--- src/rtl/id_ex_stage_pkg.sv ---
// Shared core definitions for the ID/EX pipeline buffer: opcodes, writeback
// select, the registered EX bundle and source-register usage helpers.
package id_ex_stage_pkg;

  localparam int XLEN  = 32;
  localparam int REG_W = 5;

  localparam logic [6:0] OPCODE_LOAD   = 7'b0000011;
  localparam logic [6:0] OPCODE_OPIMM  = 7'b0010011;
  localparam logic [6:0] OPCODE_STORE  = 7'b0100011;
  localparam logic [6:0] OPCODE_OP     = 7'b0110011;
  localparam logic [6:0] OPCODE_LUI    = 7'b0110111;
  localparam logic [6:0] OPCODE_BRANCH = 7'b1100011;
  localparam logic [6:0] OPCODE_JALR   = 7'b1100111;
  localparam logic [6:0] OPCODE_JAL    = 7'b1101111;

  typedef enum logic [1:0] {
    NO_WRITEBACK = 2'd0,
    WB_ALU       = 2'd1,
    WB_MEM       = 2'd2,
    WB_PC4       = 2'd3
  } write_back_mux_selector;

  typedef struct packed {
    logic                   valid;
    logic [6:0]             opcode;
    logic [REG_W-1:0]       rs1;
    logic [REG_W-1:0]       rs2;
    logic [REG_W-1:0]       rd;
    logic [XLEN-1:0]        rs1_data;
    logic [XLEN-1:0]        rs2_data;
    logic [XLEN-1:0]        imm;
    write_back_mux_selector wb_mux;
  } id_ex_bundle_t;

  // A bubble has rd=x0 and no writeback, so it can never be forwarded from.
  localparam id_ex_bundle_t BUBBLE = '{
    valid:    1'b0,
    opcode:   7'd0,
    rs1:      '0,
    rs2:      '0,
    rd:       '0,
    rs1_data: '0,
    rs2_data: '0,
    imm:      '0,
    wb_mux:   NO_WRITEBACK
  };

  function automatic logic uses_rs1(input logic [6:0] opc);
    return (opc == OPCODE_OP)    || (opc == OPCODE_OPIMM)  ||
           (opc == OPCODE_LOAD)  || (opc == OPCODE_STORE)  ||
           (opc == OPCODE_BRANCH)|| (opc == OPCODE_JALR);
  endfunction

  function automatic logic uses_rs2(input logic [6:0] opc);
    return (opc == OPCODE_OP) || (opc == OPCODE_STORE) || (opc == OPCODE_BRANCH);
  endfunction

endpackage

--- src/rtl/id_ex_stage_sat_counter.sv ---
// Saturating up-counter: sticks at all-ones instead of wrapping.
module sat_counter #(
  parameter int W = 32
) (
  input  logic         clk_i,
  input  logic         reset_i,
  input  logic         clear_i,
  input  logic         inc_i,
  output logic [W-1:0] count_o
);

  logic [W-1:0] count_q, count_d;

  // Next count: increment unless already saturated.
  always_comb begin
    count_d = count_q;
    if (inc_i && (count_q != {W{1'b1}})) count_d = count_q + W'(1);
  end

  // Count register with synchronous reset/clear.
  always_ff @(posedge clk_i) begin
    if (reset_i || clear_i) count_q <= '0;
    else                    count_q <= count_d;
  end

  assign count_o = count_q;

endmodule

--- src/rtl/id_ex_stage.sv ---
// ID/EX pipeline buffer with load-use hazard detection and bubble insertion.
//
// Handshake: id_valid_ip marks a real instruction in ID. When stall_op is
// high that instruction is NOT consumed; IF/ID must present it again next
// cycle while a bubble enters EX. hold_ip freezes this stage entirely and
// masks stall_op; flush_ip kills the instruction entering EX and also masks
// stall_op.
module id_ex_stage
  import id_ex_stage_pkg::*;
#(
  parameter int XLEN  = id_ex_stage_pkg::XLEN,
  parameter int REG_W = id_ex_stage_pkg::REG_W,
  parameter int CNT_W = 32
) (
  input  logic                   clk,
  input  logic                   reset,
  input  logic                   hold_ip,
  input  logic                   flush_ip,
  input  logic                   id_valid_ip,
  input  logic [6:0]             id_instr_opcode_ip,
  input  logic [REG_W-1:0]       id_rs1_ip,
  input  logic [REG_W-1:0]       id_rs2_ip,
  input  logic [REG_W-1:0]       id_rd_ip,
  input  logic [XLEN-1:0]        id_rs1_data_ip,
  input  logic [XLEN-1:0]        id_rs2_data_ip,
  input  logic [XLEN-1:0]        id_imm_ip,
  input  write_back_mux_selector id_wb_mux_ip,
  output logic                   stall_op,
  output logic                   ex_valid_op,
  output logic [6:0]             ex_instr_opcode_op,
  output logic [REG_W-1:0]       ex_rs1_op,
  output logic [REG_W-1:0]       ex_rs2_op,
  output logic [REG_W-1:0]       ex_rd_op,
  output logic [XLEN-1:0]        ex_rs1_data_op,
  output logic [XLEN-1:0]        ex_rs2_data_op,
  output logic [XLEN-1:0]        ex_imm_op,
  output write_back_mux_selector ex_wb_mux_op,
  output logic [CNT_W-1:0]       stall_cnt_op,
  output logic [CNT_W-1:0]       flush_cnt_op
);

  id_ex_bundle_t ex_q, ex_d, id_b;
  logic          load_use;
  logic          inc_stall, inc_flush;

  // Pack the ID fields into the bundle that would be captured this cycle.
  always_comb begin
    id_b          = BUBBLE;
    id_b.valid    = 1'b1;
    id_b.opcode   = id_instr_opcode_ip;
    id_b.rs1      = id_rs1_ip;
    id_b.rs2      = id_rs2_ip;
    id_b.rd       = id_rd_ip;
    id_b.rs1_data = id_rs1_data_ip;
    id_b.rs2_data = id_rs2_data_ip;
    id_b.imm      = id_imm_ip;
    id_b.wb_mux   = id_wb_mux_ip;
  end

  // Load-use: the load in EX produces its data too late for the ID consumer.
  always_comb begin
    load_use = ex_q.valid && (ex_q.opcode == OPCODE_LOAD) && (ex_q.rd != '0) &&
               id_valid_ip &&
               ((uses_rs1(id_instr_opcode_ip) && (id_rs1_ip == ex_q.rd)) ||
                (uses_rs2(id_instr_opcode_ip) && (id_rs2_ip == ex_q.rd)));
  end

  assign stall_op  = load_use && !flush_ip && !hold_ip && !reset;
  assign inc_stall = load_use && !flush_ip && !hold_ip;
  assign inc_flush = flush_ip && !hold_ip;

  // Next EX contents in priority order: hold, flush, load-use, capture.
  always_comb begin
    ex_d = ex_q;
    if (hold_ip)          ex_d = ex_q;
    else if (flush_ip)    ex_d = BUBBLE;
    else if (load_use)    ex_d = BUBBLE;
    else if (id_valid_ip) ex_d = id_b;
    else                  ex_d = BUBBLE;
  end

  // EX register with synchronous reset to a bubble.
  always_ff @(posedge clk) begin
    if (reset) ex_q <= BUBBLE;
    else       ex_q <= ex_d;
  end

  sat_counter #(.W(CNT_W)) u_stall_cnt (
    .clk_i   (clk),
    .reset_i (reset),
    .clear_i (1'b0),
    .inc_i   (inc_stall),
    .count_o (stall_cnt_op)
  );

  sat_counter #(.W(CNT_W)) u_flush_cnt (
    .clk_i   (clk),
    .reset_i (reset),
    .clear_i (1'b0),
    .inc_i   (inc_flush),
    .count_o (flush_cnt_op)
  );

  assign ex_valid_op        = ex_q.valid;
  assign ex_instr_opcode_op = ex_q.opcode;
  assign ex_rs1_op          = ex_q.rs1;
  assign ex_rs2_op          = ex_q.rs2;
  assign ex_rd_op           = ex_q.rd;
  assign ex_rs1_data_op     = ex_q.rs1_data;
  assign ex_rs2_data_op     = ex_q.rs2_data;
  assign ex_imm_op          = ex_q.imm;
  assign ex_wb_mux_op       = ex_q.wb_mux;

endmodule
--- config.mk ---
export PLATFORM = sky130hd
export DESIGN_NAME = id_ex_stage
export DESIGN_NICKNAME = d
export VERILOG_FILES = /design/src/rtl/id_ex_stage_pkg.sv /design/src/rtl/id_ex_stage_sat_counter.sv /design/src/rtl/id_ex_stage.sv
export SDC_FILE = /design/constraint.sdc
export NUM_CORES = 1
export LEC_CHECK = 0
export CELL_PAD_IN_SITES_DETAIL_PLACEMENT = 0
export CELL_PAD_IN_SITES_GLOBAL_PLACEMENT = 1
export CORE_ASPECT_RATIO = 1.4
export CORE_MARGIN = 4
export CORE_UTILIZATION = 31
export CTS_CLUSTER_SIZE = 8
export DETAILED_ROUTE_END_ITERATION = 16
export PLACE_DENSITY = 0.87
export SLEW_MARGIN = 20
export SYNTH_ARGS = -nofsm -noshare
export SYNTH_HDL_FRONTEND = slang
export SYNTH_SLANG_ARGS = --single-unit
--- constraint.sdc ---
create_clock -name clk -period 3 [get_ports clk]
set_clock_uncertainty 0.2 [all_clocks]
set_input_delay 0.3 -clock clk [delete_from_list [all_inputs] [get_ports clk]]
set_output_delay 0.3 -clock clk [all_outputs]
set_load 0.02 [all_outputs]
==> results.json, run 1 <==
{
  "outcome": "completed",
  "combPwrFrac_pct": 8.5,
  "worst_r2r_path_depth": 8,
  "fill_cells": 2033,
  "critPathMaxFanout": 3,
  "clkPwrFrac_pct": 44.7,
  "max_slew_margin_pct": 61.2,
  "dieArea_um2": 24900,
  "cap_violations": 0,
  "numCtsBuffers": 17,
  "core-area_um2": 21900,
  "swShare_pct": 22.3,
  "vias": 6446,
  "root_buffer": "clkbuf_16",
  "rsz0062_at_grt": "no",
  "path_cells": "nand4bb_1, a2111oi_2, buf_4, and2_2, nand2_1, nor4_1, clkdlybuf4s15_1",
  "multiInputGateArea_um2": 3040,
  "synth-async-reset-ratio_pct": 0,
  "seq_area_um2": 3700,
  "ys_types": 46,
  "yosysWarnings": 0,
  "worst_path_largest_cell_delay_ps": 370,
  "num-nets-final": 1117,
  "worstPathRequired_ps": 2500,
  "r2r_start": "ex_instr_opcode_op[6]",
  "die_w_um": 134,
  "yosysSeqAreaShare_pct": 53.4,
  "synth-main-ff-cell": "dfxtp_1",
  "fmaxAchievable_mhz": 350,
  "insertion_delay_ps": 430,
  "hold_depth": 2,
  "dp_cells": 1268,
  "final_cells": 1300,
  "cts_sinks": 185,
  "path_class": "flop to output pin",
  "cts_tree": "built",
  "cp-end-kind": "output pin",
  "ys_ff_latch": 185,
  "power_mw": 5.40,
  "hold_path_class": "input port to flop",
  "reg2reg_slack_ps": 410,
  "initial_utilization_pct": 31.6,
  "synth_edf_count": 0,
  "synth_nets": 800,
  "slowest_stage": "a2111oi_2",
  "grt_pass1_wl_um": 35700,
  "drt-pass1-iter-count": 5,
  "dieHeight_um": 185,
  "grt_max_degree": 61,
  "io_buffers": 310,
  "hold_slack_ps": 88.7,
  "critPathArrivalTime_ps": 2360,
  "ctsHoldBuffers": 0,
  "grt_usage_pct": 18.5,
  "syn_avg_cell_area_um2": 10.3,
  "path_depth": 7,
  "grt_antenna_before_repair": 0,
  "crit_family": "simple AND/OR/NAND/NOR gates",
  "drc": 0,
  "grt_pass1_vias": 6191,
  "fin_util_pct": 50.9,
  "setup_violations": 0,
  "gp_congestion": 0.809,
  "min_period_ps": 2860,
  "tightest_slew_ps": 581,
  "power.density_nw_per_um2": 484,
  "hold_viol": 0,
  "ir_worst_vdd_v": 0.000406,
  "drt-initial-drc-count": 237,
  "synth_area_um2": 6940,
  "whs_endpoint": "u_flush_cnt.count_o[16]",
  "routedWlPerCell_um": 18.5,
  "htree_levels": 4,
  "p_int_mw": 4.19,
  "num_rows": 64,
  "p_leak_nw": 3.92,
  "ios": 311,
  "overflow": 0,
  "drt_wl_total_um": 24000,
  "crit_buf_inv": 2,
  "layout-drive-gt1-share_pct": 7.49,
  "path_clk_slew_ps": 70,
  "ant_nets": 0,
  "final-max-slew-violation-count": 0,
  "seqPwrFrac_pct": 46.8,
  "p_switching_mw": 1.21,
  "synthCells": 673,
  "hp-start": "reset",
  "dp_hpwl_um": 18100,
  "post-route-period-util_pct": 95.3,
  "viasPerCell": 4.96,
  "startpoint_type": "flop",
  "r2r-end": "u_stall_cnt.count_o[25]",
  "areaGrowthSynthToFinish_pct": 60.9,
  "cts_buffer_depth": 2
}
[power by group through the flow]
| stage | sequential [mW] | clock [mW] | combinational [mW] |
|---|---|---|---|
| 2_1_floorplan | 2.63 | 0 | 0.100 |
| 3_3_place_gp | 2.58 | 0 | 0.459 |
| 3_5_place_dp | 2.58 | 0 | 0.461 |
| 4_1_cts | 2.52 | 2.48 | 0.464 |
| 5_1_grt | 2.53 | 2.58 | 0.487 |
| 6_report | 2.52 | 2.41 | 0.460 |
[layout by cell type, fill, tap and decap left out, types with 3 or more instances in the layout]
master / count
clkdlybuf4s50_1: 308
dfxtp_1: 185
a22o_1: 120
nor2_1: 48
nand2_1: 31
a21oi_1: 29
xnor2_1: 25
nand3_1: 24
o21ai_0: 20
buf_4: 20
or3_1: 19
nand4_1: 18
clkbuf_16: 17
xor2_1: 12
or4_1: 11
inv_1: 11
and4_1: 10
and3_1: 10
o31ai_1: 10
nor4_1: 6
nor3_1: 6
buf_12: 6
o31a_1: 4
o21a_1: 4
bufinv_16: 4
nand4bb_1: 3
inv_6: 3
[sequential cells by signal, summed over array words and instances, names as in the netlist]
register / flops
u_stall_cnt.count_o: 32
ex_rs2_op: 5
u_flush_cnt.count_o: 32
ex_rd_op: 5
ex_valid_op: 1
ex_rs2_data_op: 32
ex_imm_op: 32
ex_rs1_data_op: 32
ex_wb_mux_op: 2
ex_instr_opcode_op: 7
ex_rs1_op: 5
[layer usage]
| metal | vias to the layer above | part of all wire [%] | track usage, % |
|---|---|---|---|
| li1 | 3175 | - | - |
| met1 | 3059 | 42 | 22.4 |
| met2 | 188 | 50 | 31.4 |
| met3 | 24 | 6.0 | 5.41 |
| met4 | 0 | 2.1 | 6.23 |
| met5 | - | 0 | 0 |
[metrics by stage]
| stage | cell area [µm²] | TNS [ps] | worst slack (ps) |
|---|---|---|---|
| after floorplan | 6940 | 0 | 667 |
| after global placement | 10500 | -99.4 | -99.4 |
| after detailed placement | 10500 | -160 | -117 |
| after CTS | 11200 | 0 | 120 |
| after global routing | 11200 | 0 | 2.12 |
| final | 11200 | 0 | 140 |
[cells by family (layout without fill, tap and decap cells)]
logic type	Yosys count	count (layout)	share of synthesized area (%)
fa+ha+maj	2	2	0.361
buf+inv	49	378	2.90
xor+xnor	37	37	4.67
compound gates	197	197	22.2
other cells	0	1	0
mux	2	2	0.289
flops	185	185	53.4
simple gates	201	201	16.1
[synth_stat cells, types with 2 or more instances]
cell type,n,share of area (%)
o21ai_0,20,1.4
ha_1,2,0.36
mux2i_1,2,0.29
nand3_2,2,0.29
nand3_1,24,1.7
o31ai_1,10,1.1
buf_2,14,1.0
nand4_1,18,1.6
xnor2_1,25,3.2
o31a_1,4,0.51
and4_1,11,1.4
nand4bb_1,3,0.49
xor2_1,12,1.5
nand2b_1,2,0.18
nor2_1,48,2.6
o21a_1,4,0.43
inv_1,11,0.60
nand2_1,31,1.7
dfxtp_1,185,53
nor3_1,6,0.43
a21oi_1,29,2.1
or3_1,19,1.7
a22o_1,120,15
nor4_1,6,0.54
and3_1,10,0.90
or4_1,11,1.2
nor4_2,2,0.36
clkbuf_1,24,1.3
[area by class of cell]
cell class / instances / share of cell area, %
sequential: 185 / 33.2
clock inverter: 12 / 1.68
multi-input combinational: 439 / 27.2
timing repair buffer: 336 / 30.2
inverter: 11 / 0.370
clock buffer: 19 / 3.97
tap: 297 / 3.33
antenna: 1 / 0.0224
[how the worst max path moves through the flow]
stage                                from       end
floorplan           ex_instr_opcode_op[6]  stall_op
global placement              id_valid_ip  stall_op
detailed placement            id_valid_ip  stall_op
CTS                 ex_instr_opcode_op[6]  stall_op
global route        ex_instr_opcode_op[6]  stall_op
finish              ex_instr_opcode_op[6]  stall_op
[repair_timing]
item / in CTS / in global routing
setup buffers: 0 / 0
pin swaps: 0 / 0
endpoints found under the setup margin: 1 / 1
gates resized for setup: 1 / 1
Note: power is estimated with default switching activity, not from simulation.
==> run 2: changes to the inputs <==
Settings changed: PLACE_DENSITY 0.87 to 0.9.
==> results.json, run 2 (synthesis gave the netlist of run 1 again) <==
{
  "max_slew_margin_pct": 57.8,
  "areaGrowthSynthToFinish_pct": 59.7,
  "power_mw": 5.30,
  "ios": 311,
  "gp_congestion": 0.797,
  "r2r-end": "u_stall_cnt.count_o[29]",
  "grt_usage_pct": 18.1,
  "min_period_ps": 2780,
  "routedWlPerCell_um": 18.2,
  "critPathMaxFanout": 2,
  "layout_common_cells": "clkdlybuf4s50_1 (308), dfxtp_1 (185), a22o_1 (120), nor2_1 (48), nand2_1 (31)",
  "crit_family": "buffers and inverters",
  "final_cell_area_um2": 11100,
  "final-max-slew-violation-count": 0,
  "core-area_um2": 21900,
  "path_cells": "clkdlybuf4s50_1, nand4bb_1, a2111oi_2, and2_2, nand2_1, nor4_1, dlygate4sd2_1",
  "insertion_delay_ps": 430,
  "p_leak_nw": 3.87,
  "hold_depth": 2,
  "setup_violations": 0,
  "slowest_stage": "clkdlybuf4s50_1",
  "dp_hpwl_um": 17800,
  "worst_r2r_path_depth": 7,
  "vias": 6458,
  "cap_violations": 0,
  "fin_util_pct": 50.5,
  "power.density_nw_per_um2": 479,
  "path_class": "input port to output pin",
  "dieHeight_um": 185,
  "post-route-period-util_pct": 92.8,
  "tightest_slew_ps": 634,
  "grt_max_degree": 121,
  "htree_levels": 4,
  "drt-initial-drc-count": 348,
  "fmaxAchievable_mhz": 359,
  "io_buffers": 310,
  "num_rows": 64,
  "rsz0062_at_grt": "no",
  "post_dp_cell_area_um2": 10500,
  "cp-end-kind": "output pin",
  "drt_wl_total_um": 23600,
  "grt_antenna_before_repair": 0,
  "cts_tree": "built",
  "drt-pass1-iter-count": 4,
  "viasPerCell": 5.00,
  "setup_tns_ps": 0,
  "outcome": "completed",
  "path_clk_slew_ps": 70,
  "r2r_start": "ex_instr_opcode_op[6]",
  "final_common_cell": "clkdlybuf4s50_1",
  "root_buffer": "clkbuf_16",
  "worstPathRequired_ps": 2500,
  "whs_endpoint": "u_stall_cnt.count_o[24]",
  "grt_pass1_wl_um": 35300,
  "drc": 0,
  "ctsHoldBuffers": 0,
  "die_w_um": 134,
  "num-nets-final": 1108,
  "critPathArrivalTime_ps": 2280,
  "hp-start": "reset",
  "pre_cts_slack_ps": -74.0,
  "layout-drive-gt1-share_pct": 6.84,
  "worst_slack_ps": 215,
  "crit_buf_inv": 2,
  "startpoint_type": "input port",
  "cts_sinks": 185,
  "initial_utilization_pct": 31.6,
  "worst_path_largest_cell_delay_ps": 430,
  "cts_buffer_depth": 2,
  "numCtsBuffers": 17,
  "reg2reg_slack_ps": 460,
  "ant_nets": 0,
  "hold_path_class": "input port to flop",
  "grt_pass1_vias": 6183,
  "ir_worst_vdd_v": 0.000371,
  "hold_viol": 0,
  "overflow": 0,
  "dieArea_um2": 24900
}
[run 2: worst max-delay path by stage]
stage | slack (ps) | cells past startpoint | end | start
2_1_floorplan | 670 | 5 | stall_op | ex_instr_opcode_op[6]
3_3_place_gp | -110 | 7 | stall_op | id_instr_opcode_ip[0]
3_5_place_dp | -70 | 7 | stall_op | id_instr_opcode_ip[3]
4_1_cts | 190 | 6 | stall_op | ex_instr_opcode_op[6]
5_1_grt | 80 | 6 | stall_op | ex_instr_opcode_op[6]
6_report | 220 | 7 | stall_op | id_instr_opcode_ip[3]
[run 2: area by class of cell]
cell class,instances,area (µm²)
fillers,2063,10900
flip-flops and latches,185,3700
repair buffers,327,3300
multi-input cells,439,3040
clock buffers,18,439
well taps,297,372
clock inverters,14,179
inverters,11,41.3
diodes,1,2.50
[run 2: routing by layer]
metal  track usage [%]  up-vias  part of all wire (%)
li1                  -     3144                     -
met1              21.0     3063                    40
met2              31.3      218                    51
met3              5.76       33                   7.4
met4              6.36        0                   2.1
met5                 0        -                     0
[run 2: stage by stage]
step / std cells / hold WS, ps
6_report: 1292 / 27.7
5_1_grt: 1291 / 25.4
4_1_cts: 1291 / 1.40
3_5_place_dp: 1259 / 263
3_3_place_gp: 1259 / 260
2_1_floorplan: 673 / 226
[run 2: worst reg2reg max path: cells and delay by family (launching register included)]
kind            cells  cell delay (ps)
simple gates        4             1330
compound gates      2              540
buf+inv             1              110
flops               1              310
[run 2: repair_timing]
action,CTS,global route
resized for setup,1,0
setup buffers,0,0
setup endpoints to repair,1,0
[run 2: where the power goes]
group          switching, mW  internal [mW]  leakage, nW
Sequential            0.0268           2.50         1.50
Combinational          0.188          0.260         2.07
Clock                   1.04           1.29        0.301
==> run 3: changes to the inputs <==
Settings changed: GPL_TIMING_DRIVEN from default to 0, SKIP_CTS_REPAIR_TIMING from default to 1.
==> results.json, run 3 (synthesis gave the netlist of run 1 again) <==
{
  "routedWlPerCell_um": 18.8,
  "worst_r2r_path_depth": 8,
  "clkPwrFrac_pct": 44.1,
  "hold_viol": 0,
  "r2r-end": "ex_instr_opcode_op[1]",
  "whs_endpoint": "u_stall_cnt.count_o[23]",
  "rsz0062_at_grt": "no",
  "ios": 311,
  "viasPerCell": 4.98,
  "final-max-slew-violation-count": 0,
  "tightest_slew_ps": 660,
  "gp_congestion": 0.837,
  "multiInputGateArea_um2": 3040,
  "fill_cells": 2059,
  "htree_levels": 4,
  "die_w_um": 134,
  "hp-start": "reset",
  "dp_cells": 1279,
  "p_switching_mw": 1.34,
  "final_cells": 1311,
  "overflow": 0,
  "num-nets-final": 1128,
  "reg2reg_slack_ps": 440,
  "grt_usage_pct": 19.5,
  "cts_buffer_depth": 2,
  "drt-initial-drc-count": 290,
  "power_mw": 5.32,
  "hold_depth": 2,
  "seq_area_um2": 3700,
  "grt_pass1_wl_um": 38000,
  "cp-end-kind": "output pin",
  "cts_tree": "built",
  "dp_hpwl_um": 19000,
  "layout_common_cells": "clkdlybuf4s50_1 (308), dfxtp_1 (185), a22o_1 (120), nor2_1 (48), nand2_1 (31)",
  "min_period_ps": 2700,
  "startpoint_type": "flop",
  "areaGrowthSynthToFinish_pct": 59.0,
  "hold_path_class": "input port to flop",
  "core-area_um2": 21900,
  "ir_worst_vdd_v": 0.000388,
  "combPwrFrac_pct": 8.4,
  "setup_violations": 0,
  "crit_buf_inv": 1,
  "drc": 0,
  "drt_wl_total_um": 24700,
  "crit_family": "simple AND/OR/NAND/NOR gates",
  "path_class": "flop to output pin",
  "grt_antenna_before_repair": 1,
  "initial_utilization_pct": 31.6,
  "worst_slack_ps": 298,
  "seqPwrFrac_pct": 47.5,
  "ant_nets": 0,
  "power.density_nw_per_um2": 482,
  "critPathArrivalTime_ps": 2200,
  "cts_sinks": 185,
  "num_rows": 64,
  "r2r_start": "ex_instr_opcode_op[6]",
  "fmaxAchievable_mhz": 370,
  "io_buffers": 309,
  "swShare_pct": 25.2,
  "insertion_delay_ps": 440,
  "slowest_stage": "dfxtp_1",
  "setup_tns_ps": 0,
  "dieHeight_um": 185,
  "grt_pass1_vias": 6588,
  "root_buffer": "clkbuf_16",
  "layout-drive-gt1-share_pct": 6.21,
  "cap_violations": 0,
  "pre_cts_slack_ps": -104,
  "numCtsBuffers": 17,
  "max_slew_margin_pct": 56.0,
  "n_antenna_cell": 0,
  "critPathMaxFanout": 3,
  "post-route-period-util_pct": 90.1,
  "vias": 6529,
  "p_leak_nw": 3.85,
  "grt_max_degree": 20,
  "path_clk_slew_ps": 70,
  "p_int_mw": 3.98,
  "outcome": "completed",
  "dieArea_um2": 24900,
  "path_cells": "nand4bb_1, a2111oi_4, and2_2, nand2_1, nor4_1, clkbuf_2",
  "final_common_cell": "clkdlybuf4s50_1",
  "worstPathRequired_ps": 2500,
  "drt-pass1-iter-count": 4,
  "worst_path_largest_cell_delay_ps": 370
}
-- run 3: how the worst max path moves through the flow --
stage	cells past startpoint	start	slack (ps)	endpoint
6_report	6	ex_instr_opcode_op[6]	300	stall_op
5_1_grt	6	ex_instr_opcode_op[6]	30	stall_op
4_1_cts	6	ex_rd_op[1]	-230	stall_op
3_5_place_dp	7	id_instr_opcode_ip[3]	-100	stall_op
3_3_place_gp	7	id_instr_opcode_ip[0]	-90	stall_op
2_1_floorplan	5	ex_instr_opcode_op[6]	670	stall_op
-- run 3: final cells by class --
type,count,area share (%)
flip-flops and latches,185,33.6
repair buffers,309,28.0
multi-input cells,439,27.6
clock buffers,18,3.98
well taps,297,3.37
clock inverters,14,1.65
plain buffers,38,1.45
inverters,11,0.374
-- run 3: power by group through the flow --
stage               combinational, mW  sequential [mW]  clock (mW)
floorplan                       0.100             2.63           0
global placement                0.446             2.58           0
detailed placement              0.448             2.58           0
CTS                             0.451             2.52        2.40
global route                    0.476             2.53        2.51
finish                          0.447             2.52        2.35
-- run 3: per-stage QoR --
| stage | hold WS, ps | utilization (%) | area [µm²] |
|---|---|---|---|
| 6_report | 200 | 50.3 | 11000 |
| 3_5_place_dp | 263 | 47.4 | 10400 |
| 2_1_floorplan | 226 | - | 6940 |
| 4_1_cts | 208 | 50.2 | 11000 |
| 5_1_grt | 237 | 50.3 | 11000 |
| 3_3_place_gp | 260 | 47.4 | 10400 |
-- run 3: routing by layer --
layer	part of all wire, %	global-route usage [%]	vias up
met1	40	22.7	3080
met3	6.8	6.03	30
met2	51	33.9	222
li1	-	-	3195
met5	0.049	0	-
met4	2.3	6.81	2
